===== config.mk =====
export PLATFORM = sky130hd
export DESIGN_NAME = pc_fetch_ctrl
export DESIGN_NICKNAME = d
export VERILOG_FILES = /design/src/rtl/pc_fetch_ctrl.sv
export SDC_FILE = /design/constraint.sdc
export NUM_CORES = 1
export LEC_CHECK = 0
export ABC_AREA = 0
export CORE_MARGIN = 4
export CORE_UTILIZATION = 42
export DETAILED_ROUTE_END_ITERATION = 8
export PLACE_DENSITY = 0.78
export RECOVER_POWER = 25
export REMOVE_ABC_BUFFERS = 1
export SLEW_MARGIN = 20
export SYNTH_ARGS = -nofsm -noshare
export SYNTH_HDL_FRONTEND = slang
export SYNTH_SLANG_ARGS = --single-unit

===== constraint.sdc =====
create_clock -name clk -period 3 [get_ports clk]
set_clock_uncertainty 0.1 [all_clocks]
set_input_delay 0.9 -clock clk [delete_from_list [all_inputs] [get_ports clk]]
set_output_delay 0.9 -clock clk [all_outputs]
set_load 0.02 [all_outputs]

===== src/rtl/pc_fetch_ctrl.sv =====
// pc_fetch_ctrl: instruction fetch PC controller with RUN/BUBBLE/HALT sequencing.
// Ports: clk/rst_n (sync, active-low) clock and reset; stall, imem_ready gate fetch acceptance;
// branch/jr/jmp with ext18/target/rs_data select the next PC; halt_req/go stop and resume;
// pc, pc_plus_4 fetch address; fetch_valid, halted state flags; redirect, fetch_cnt status.
module pc_fetch_ctrl #(
  parameter logic [31:0] RESET_PC = 32'h0000_0000,
  parameter int          CNT_W    = 32
) (
  input  logic             clk,
  input  logic             rst_n,
  input  logic             stall,
  input  logic             imem_ready,
  input  logic             branch,
  input  logic             jr,
  input  logic             jmp,
  input  logic [31:0]      ext18,
  input  logic [19:0]      target,
  input  logic [31:0]      rs_data,
  input  logic             halt_req,
  input  logic             go,
  output logic [31:0]      pc,
  output logic [31:0]      pc_plus_4,
  output logic             fetch_valid,
  output logic             halted,
  output logic             redirect,
  output logic [CNT_W-1:0] fetch_cnt
);
  typedef enum logic [1:0] {RUN, BUBBLE, HALT} state_t;
  state_t state, state_n;
  logic adv, jump;
  logic [31:0] next_pc;
  assign pc_plus_4   = pc + 32'd4;
  assign jump        = branch | jr | jmp;
  assign adv         = (state == RUN) & imem_ready & ~stall & ~halt_req;
  assign next_pc     = branch ? pc_plus_4 + ext18 :
                       jr     ? rs_data :
                       jmp    ? {pc[31:22], target, 2'b00} : pc_plus_4;
  assign fetch_valid = state == RUN;
  assign halted      = state == HALT;
  // A taken redirect costs one bubble cycle; halt_req wins over everything in RUN and BUBBLE.
  always_comb begin
    state_n = RUN;
    case (state)
      RUN:     state_n = halt_req ? HALT : (adv & jump) ? BUBBLE : RUN;
      BUBBLE:  state_n = halt_req ? HALT : RUN;
      HALT:    state_n = (go & ~halt_req) ? RUN : HALT;
      default: state_n = RUN;
    endcase
  end
  always_ff @(posedge clk) begin
    if (!rst_n) begin
      state     <= RUN;
      pc        <= RESET_PC;
      redirect  <= 1'b0;
      fetch_cnt <= '0;
    end else begin
      state <= state_n;
      if (adv) begin
        pc        <= next_pc;
        fetch_cnt <= fetch_cnt + CNT_W'(1);
        redirect  <= jump;
      end
    end
  end
endmodule

==> results.txt, run 1 <==
fin crit period - 3560 ps
WS Path Type - flip-flop to flip-flop
busiest grt layer - met2
largest net degree at the start of global routing - 39
Final nets - 1231
global-route wire length before repair - 36800 um
total vias in the final route - 7718
grt total ovfl - 0
Ant. Diodes - 0
Yosys warnings - 0
fin. max-slew vios - 0
hold path depth - 2
total track usage - 28.7%
RSZ-0062 raised after global routing - true
Setup WS pre-CTS - -765 ps
post-route insts no fill - 1278
vias in the first global route - 7267
worst-margin pin slew - 533 ps
Crit. End Element - flip-flop
I/O pin cnt - 192
1st-iter DRT viols - 815
Max rail drop VDD - 340 uV
Max-Cap Viols - 0
crit share post-route - 119%
Synth Cell Area - 5670 um^2
Final Hold Viols - 0
clk root buf - clkbuf_16
min-delay src - state[1]$_SDFF_PN0_
Core ar. - 13200 um^2
final setup margin - -556 ps
Post-Place Cells - 1222
met3 GRT Util - 6.44%
input/output buffers - 191
critical path data required time - 3130 ps
Sink Count - 67
Final Wtd Congestion - 0.935
RR Endpoint - pc[30]$_SDFFE_PN0P_
DRT Wirelength - 27200 um
Die H - 124 um
TritonCTS clock tree - done
CTS Buffer Depth - 2
CP arrival - 3690 ps
failing checks - negative setup slack
Avg Inst Size Synth - 7.99 um^2
TritonRoute pass-1 iters - 5
WL/cell - 21.3 um
FFs w/ async S/R, synth - 0%
top_reg_cell synth - dfxtp_1
hold path endpoint - state[1]$_SDFF_PN0_
Routed Antenna Nets - 0
register area share after synthesis - 23.6%
Leak - 4.68 nW
post-DP HPWL - 16700 um
Reg2Reg Depth - 16
Yosys reg bits - 67
layout cells sized above 1 - 36.2%
CP max FO - 4
cell count after synthesis - 710
TritonCTS Buffers - 9
count of flip-flops with a built-in enable after synthesis - 0
H-tree levels - 3
R2R setup slack - -560 ps
M1 GR Usage - 35.7%
type of the worst min-delay path - flip-flop to flip-flop
Synth cell types - 70
Synth-to-Final Area Change - 86.3%
PD cells - 305 nW/um^2
Fmax - 281 MHz
GR Util met2 - 48.7%
Crit Reg-Reg Startpoint - pc[4]$_SDFFE_PN0P_
Die ar. - 15400 um^2
Remaining DRCs - 0
count of final setup violators - 26
Slew HR - 64.3%
CTS clk-pin slew, worst paths - 70 ps
vias per inst - 6.04
clk_lat worst skew - 340 ps
status - finished, violations left
Worst Setup Start Kind - flip-flop
Starting Density - 42.8%
FP Rows - 42
die width - 124 um
initial antenna violation count - 0
==> flip-flops by register name, summed over array words and instances, names as in the netlist <==
signal,flops
fetch_cnt,32
pc,32
redirect,1
state,2
==> power breakdown <==
part           leakage (nW)  internal (mW)  total, mW  switching [mW]
registers             0.548          0.915      0.937          0.0227
clock network         0.138          0.648       1.09           0.446
logic                  4.00          0.606       1.20           0.589
total                  4.68           2.17       3.23            1.06
==> cells in the mapped netlist (19+ instances only) <==
cell type  count  share of area, %
and2_1        35               3.9
a31oi_1       21               2.3
a21o_1        21               2.8
nand3_1       29               2.6
o21ai_0       51               4.5
ha_1          40               8.8
nor2_1        38               2.5
xnor2_1       63               9.7
a21oi_1       34               3.0
a221oi_1      22               3.4
dfxtp_1       67                24
nand4_1       19               2.1
nand2_1       67               4.4
clkbuf_1      22               1.5
==> metal layers <==
metal,share of wire [%],vias to the layer above
li1,-,3392
met1,37,3610
met2,48,583
met3,10,133
met4,5.0,0
met5,0,-
==> layout by cell type (no fill, tap or decap), drive strengths merged, types with 3 or more instances in the layout <==
master,netlist,routed
a21boi,5,5
a21o,21,21
a21oi,36,36
a221o,7,7
a221oi,22,22
a22oi,5,5
a31oi,21,21
and2,37,37
and3,14,14
and4,10,10
buf,11,240
clkbuf,23,12
clkdlybuf4s50,0,157
clkinvlp,0,3
dfxtp,67,67
dlygate4sd2,0,6
dlymetal6s2s,0,4
ha,40,40
inv,18,20
mux2i,3,3
nand2,67,67
nand2b,7,7
nand3,31,31
nand4,19,19
nor2,38,38
nor2b,8,8
nor3,15,15
o2111ai,3,3
o211a,3,3
o21a,5,5
o21ai,55,55
o22ai,3,3
or3,4,4
or3b,3,3
xnor2,64,64
xor2,17,17
==> worst max-delay path, cell delays in order (launching register included) <==
cell	delay, ps
dfxtp_2	330
and4_4	240
and3_4	230
buf_6	130
nand4_1	130
xnor2_2	180
ha_1	330
a21o_1	200
buf_6	130
a21o_1	190
a21oi_1	220
o31a_1	220
o21ai_1	100
buf_4	170
a31oi_2	200
xnor2_1	130
a22o_1	200
==> worst max-delay path by stage <==
stage | end | depth (start not counted) | from
2_1_floorplan | pc[16]$_SDFFE_PN0P_ | 14 | pc[4]$_SDFFE_PN0P_
3_3_place_gp | pc[30]$_SDFFE_PN0P_ | 14 | ext18[0]
3_5_place_dp | pc[30]$_SDFFE_PN0P_ | 14 | ext18[0]
4_1_cts | pc[28]$_SDFFE_PN0P_ | 15 | pc[4]$_SDFFE_PN0P_
5_1_grt | pc[26]$_SDFFE_PN0P_ | 16 | pc[4]$_SDFFE_PN0P_
6_report | pc[30]$_SDFFE_PN0P_ | 16 | pc[4]$_SDFFE_PN0P_
==> cell families (layout without fill, tap and decap cells) <==
kind of cell	count (synthesis)	after routing	share of synthesized area (%)
AOI/OAI and AO/OA	207	207	24.9
xor gates and xnor gates	81	81	13.0
adders and majority gates	41	41	9.18
buffers and inverters	52	444	4.28
DFF	67	67	23.6
muxes	3	3	0.529
and+or+nand+nor	259	259	24.5
==> through the flow <==
step / TNS, ps / util [%] / area (um^2) / power [mW] / hold WS, ps
global route: -8720 / 79.8 / 10600 / 3.33 / 469
global placement: -14290 / 68.2 / 9030 / 1.90 / 404
finish: -5770 / 79.8 / 10600 / 3.23 / 432
CTS: -2500 / 74.2 / 9830 / 3.06 / 424
floorplan: -9920 / - / 5500 / 1.37 / 389
detailed placement: -15750 / 68.2 / 9030 / 1.91 / 416
==> area by class of cell <==
| class | instances | area, um^2 |
|---|---|---|
| clock buffers | 9 | 225 |
| clock inverters | 7 | 75.1 |
| fillers | 764 | 2680 |
| inverters | 18 | 67.6 |
| multi-input cells | 591 | 4940 |
| flip-flops and latches | 67 | 1360 |
| well taps | 176 | 220 |
| repair buffers | 410 | 3680 |
==> repair_timing <==
| item | CTS | global route |
|---|---|---|
| resized for setup | 194 | 124 |
| pin swaps | 67 | 63 |
| cloned | 0 | 0 |
| setup endpoints to repair | 48 | 47 |
| hold buffers | 0 | 0 |
| setup buffers | 18 | 30 |
Power figures use the tool's default switching activity.
==> run 2: changes to the inputs <==
--- a/config.mk
+++ b/config.mk
@@ -6,13 +6,15 @@
 export NUM_CORES = 1
 export LEC_CHECK = 0
 export ABC_AREA = 0
+export ABC_CLOCK_PERIOD_IN_PS = 3000
+export CELL_PAD_IN_SITES_DETAIL_PLACEMENT = 2
+export CELL_PAD_IN_SITES_GLOBAL_PLACEMENT = 2
 export CORE_MARGIN = 4
-export CORE_UTILIZATION = 42
+export CORE_UTILIZATION = 23
 export DETAILED_ROUTE_END_ITERATION = 8
-export PLACE_DENSITY = 0.78
+export PLACE_DENSITY_LB_ADDON = 0.1
 export RECOVER_POWER = 25
 export REMOVE_ABC_BUFFERS = 1
-export SLEW_MARGIN = 20
 export SYNTH_ARGS = -nofsm -noshare
 export SYNTH_HDL_FRONTEND = slang
 export SYNTH_SLANG_ARGS = --single-unit
==> run 2 against run 1 <==
  * The flow still finishes with violations (negative setup slack)
  * Total power is 3.1% higher
  * Flip-flop and latch count unchanged
  * Routed wire length up 30%
  * Final cell count up 15%
  * Clock power hardly changed
  * First-iteration DRC count down 58%
  * Fmax is 0.23% lower
  * Combinational power increased by 8%
  * Critical path type unchanged
  * Largest power group unchanged
  * Highest routed layer is now met5
==> results.txt, run 2 (synthesized netlist as in run 1, its figures left out) <==
layout cells sized above 1 - 40.5% (was 36.2%)
failing checks - negative setup slack (unchanged)
Design Power - 3.33 mW (was 3.23 mW)
status - finished, violations left (unchanged)
Die H - 165 um (was 124 um)
RSZ-0062 raised after global routing - true (unchanged)
CTS clk-pin slew, worst paths - 70 ps (about the same)
Crit. End Element - flip-flop (unchanged)
H-tree levels - 3 (unchanged)
total vias in the final route - 7515 (was 7718)
vias in the first global route - 8272 (was 7267)
Post-Place Cells - 1404 (was 1222)
grt total ovfl - 0 (unchanged)
Fmax - 281 MHz (about the same)
CP arrival - 3700 ps (was 3690 ps)
commonest non-fill, non-tap cell in the layout - buf_4 (unchanged)
PD cells - 297 nW/um^2 (was 305 nW/um^2)
hold path endpoint - fetch_cnt[1]$_SDFFE_PN0P_ (was state[1]$_SDFF_PN0_)
global-route wire length before repair - 48100 um (was 36800 um)
Crit Reg-Reg Startpoint - pc[7]$_SDFFE_PN0P_ (was pc[4]$_SDFFE_PN0P_)
I/O pin cnt - 192 (unchanged)
TritonRoute pass-1 iters - 5 (unchanged)
vias per inst - 5.13 (was 6.04)
Max-Cap Viols - 0 (unchanged)
Sink Count - 67 (unchanged)
DRT Wirelength - 35400 um (was 27200 um)
Leak - 4.95 nW (was 4.68 nW)
total track usage - 22.8% (was 28.7%)
crit share post-route - 119% (about the same)
FP Rows - 57 (was 42)
Setup WS pre-CTS - -1020 ps (was -765 ps)
post-route insts no fill - 1466 (was 1278)
most frequent cells in the layout - buf_4, clkdlybuf4s50_1, nand2_1, dfxtp_1, xnor2_1 (unchanged)
Core ar. - 24300 um^2 (was 13200 um^2)
TritonCTS clock tree - done (unchanged)
WL/cell - 24.2 um (was 21.3 um)
Slew HR - 19.0% (was 64.3%)
min-delay src - fetch_cnt[1]$_SDFFE_PN0P_ (was state[1]$_SDFF_PN0_)
busiest grt layer - met2 (unchanged)
die width - 165 um (was 124 um)
CP max FO - 4 (unchanged)
TritonCTS Buffers - 9 (unchanged)
Die ar. - 27200 um^2 (was 15400 um^2)
M1 GR Usage - 27.9% (was 35.7%)
WS Path Type - flip-flop to flip-flop (unchanged)
RR Endpoint - pc[28]$_SDFFE_PN0P_ (was pc[30]$_SDFFE_PN0P_)
Ant. Diodes - 0 (unchanged)
Max rail drop VDD - 261 uV (was 340 uV)
Final Wtd Congestion - 0.860 (was 0.935)
post-DP HPWL - 24200 um (was 16700 um)
CTS Buffer Depth - 2 (unchanged)
Worst Setup Start Kind - flip-flop (unchanged)
Final nets - 1271 (was 1231)
clk root buf - clkbuf_16 (unchanged)
critical path data required time - 3130 ps (about the same)
final setup margin - -564 ps (was -556 ps)
met3 GRT Util - 2.30% (was 6.44%)
fin crit period - 3560 ps (about the same)
Final Hold Viols - 0 (unchanged)
type of the worst min-delay path - flip-flop to flip-flop (unchanged)
initial antenna violation count - 1 (was 0)
Routed Antenna Nets - 0 (unchanged)
clk_lat worst skew - 350 ps (was 340 ps)
GR Util met2 - 42.9% (was 48.7%)
1st-iter DRT viols - 344 (was 815)
count of final setup violators - 39 (was 26)
fillers - 2599 (was 764)
Synth-to-Final Area Change - 97.7% (was 86.3%)
Reg2Reg Depth - 15 (was 16)
input/output buffers - 191 (unchanged)
worst-margin pin slew - 1220 ps (was 533 ps)
fin. max-slew vios - 0 (unchanged)
hold path depth - 2 (unchanged)
Remaining DRCs - 0 (unchanged)
top flop regs - fetch_cnt x32, pc x32, state x2 (unchanged)
R2R setup slack - -560 ps (about the same)
Starting Density - 23.3% (was 42.8%)
largest net degree at the start of global routing - 33 (was 39)
-- run 2: cell types whose count changed in the layout (fill, tap and decap cells not counted), sizes merged, moves of 4 or more --
cell	before	now
buf	240	274
clkbuf	12	17
dlygate4sd3	0	28
dlygate4sd2	6	10
dlymetal6s2s	4	0
clkdlybuf4s50	157	129
-- run 2: routing by layer --
layer | vias to the layer above | part of all wire, %
met5 | - | 0.023
li1 | 3466 | -
met1 | 3761 | 41
met2 | 221 | 52
met4 | 2 | 2.8
met3 | 65 | 4.6
-- run 2: worst max path at each step --
| stage | end | start |
|---|---|---|
| 3_5_place_dp | pc[28]$_SDFFE_PN0P_ | ext18[0] |
| 5_1_grt | pc[29]$_SDFFE_PN0P_ | pc[7]$_SDFFE_PN0P_ |
| 3_3_place_gp | pc[28]$_SDFFE_PN0P_ | ext18[0] |
| 2_1_floorplan | pc[16]$_SDFFE_PN0P_ | pc[4]$_SDFFE_PN0P_ |
| 6_report | pc[28]$_SDFFE_PN0P_ | pc[7]$_SDFFE_PN0P_ |
| 4_1_cts | pc[31]$_SDFFE_PN0P_ | pc[4]$_SDFFE_PN0P_ |
-- run 2: through the flow --
step | area (um^2) | util, % | setup TNS, ps | hold WS, ps
after CTS | 10600 | 43.4 | -5850 | 453
after global placement | 9450 | 38.8 | -20060 | 400
final | 11200 | 46.1 | -11120 | 445
after global routing | 11200 | 46.1 | -15570 | 477
after detailed placement | 9450 | 38.8 | -23110 | 423
after floorplan | 5500 | - | -9920 | 389
-- run 2: where the power goes --
| part | switching, mW | internal (mW) | total (mW) |
|---|---|---|---|
| Clock | 0.505 | 0.592 | 1.10 |
| Combinational | 0.645 | 0.646 | 1.29 |
| Sequential | 0.0269 | 0.913 | 0.940 |
| Total | 1.18 | 2.15 | 3.33 |
-- run 2: layout make-up --
cell class	count	area (um^2)	area share [%]
Clock buffer	10	239	2.13
Clock inverter	6	48.8	0.435
Inverter	18	67.6	0.603
Multi-Input combinational cell	591	5160	46.0
Sequential cell	67	1360	12.1
Tap cell	324	405	3.62
Timing Repair Buffer	450	3940	35.1
-- run 2: what timing repair did --
| item | in CTS | in global routing |
|---|---|---|
| setup endpoints to repair | 50 | 45 |
| gates resized for setup | 243 | 89 |
| hold buffers | 0 | 0 |
| pin swaps | 97 | 65 |
| buffers inserted | 31 | 29 |
| hold endpoints to repair | 0 | 0 |
-- run 2: worst max-delay path: stages (launching register included) --
cell	delay [ps]
dfxtp_2	340
and4_4	280
and3_4	240
buf_6	130
nand4_1	170
xnor2_2	240
ha_1	300
a21o_1	220
a311oi_2	220
o21bai_1	140
a31oi_2	250
o22ai_2	130
nor2_2	150
a211o_1	180
mux2i_1	90
o31a_1	240
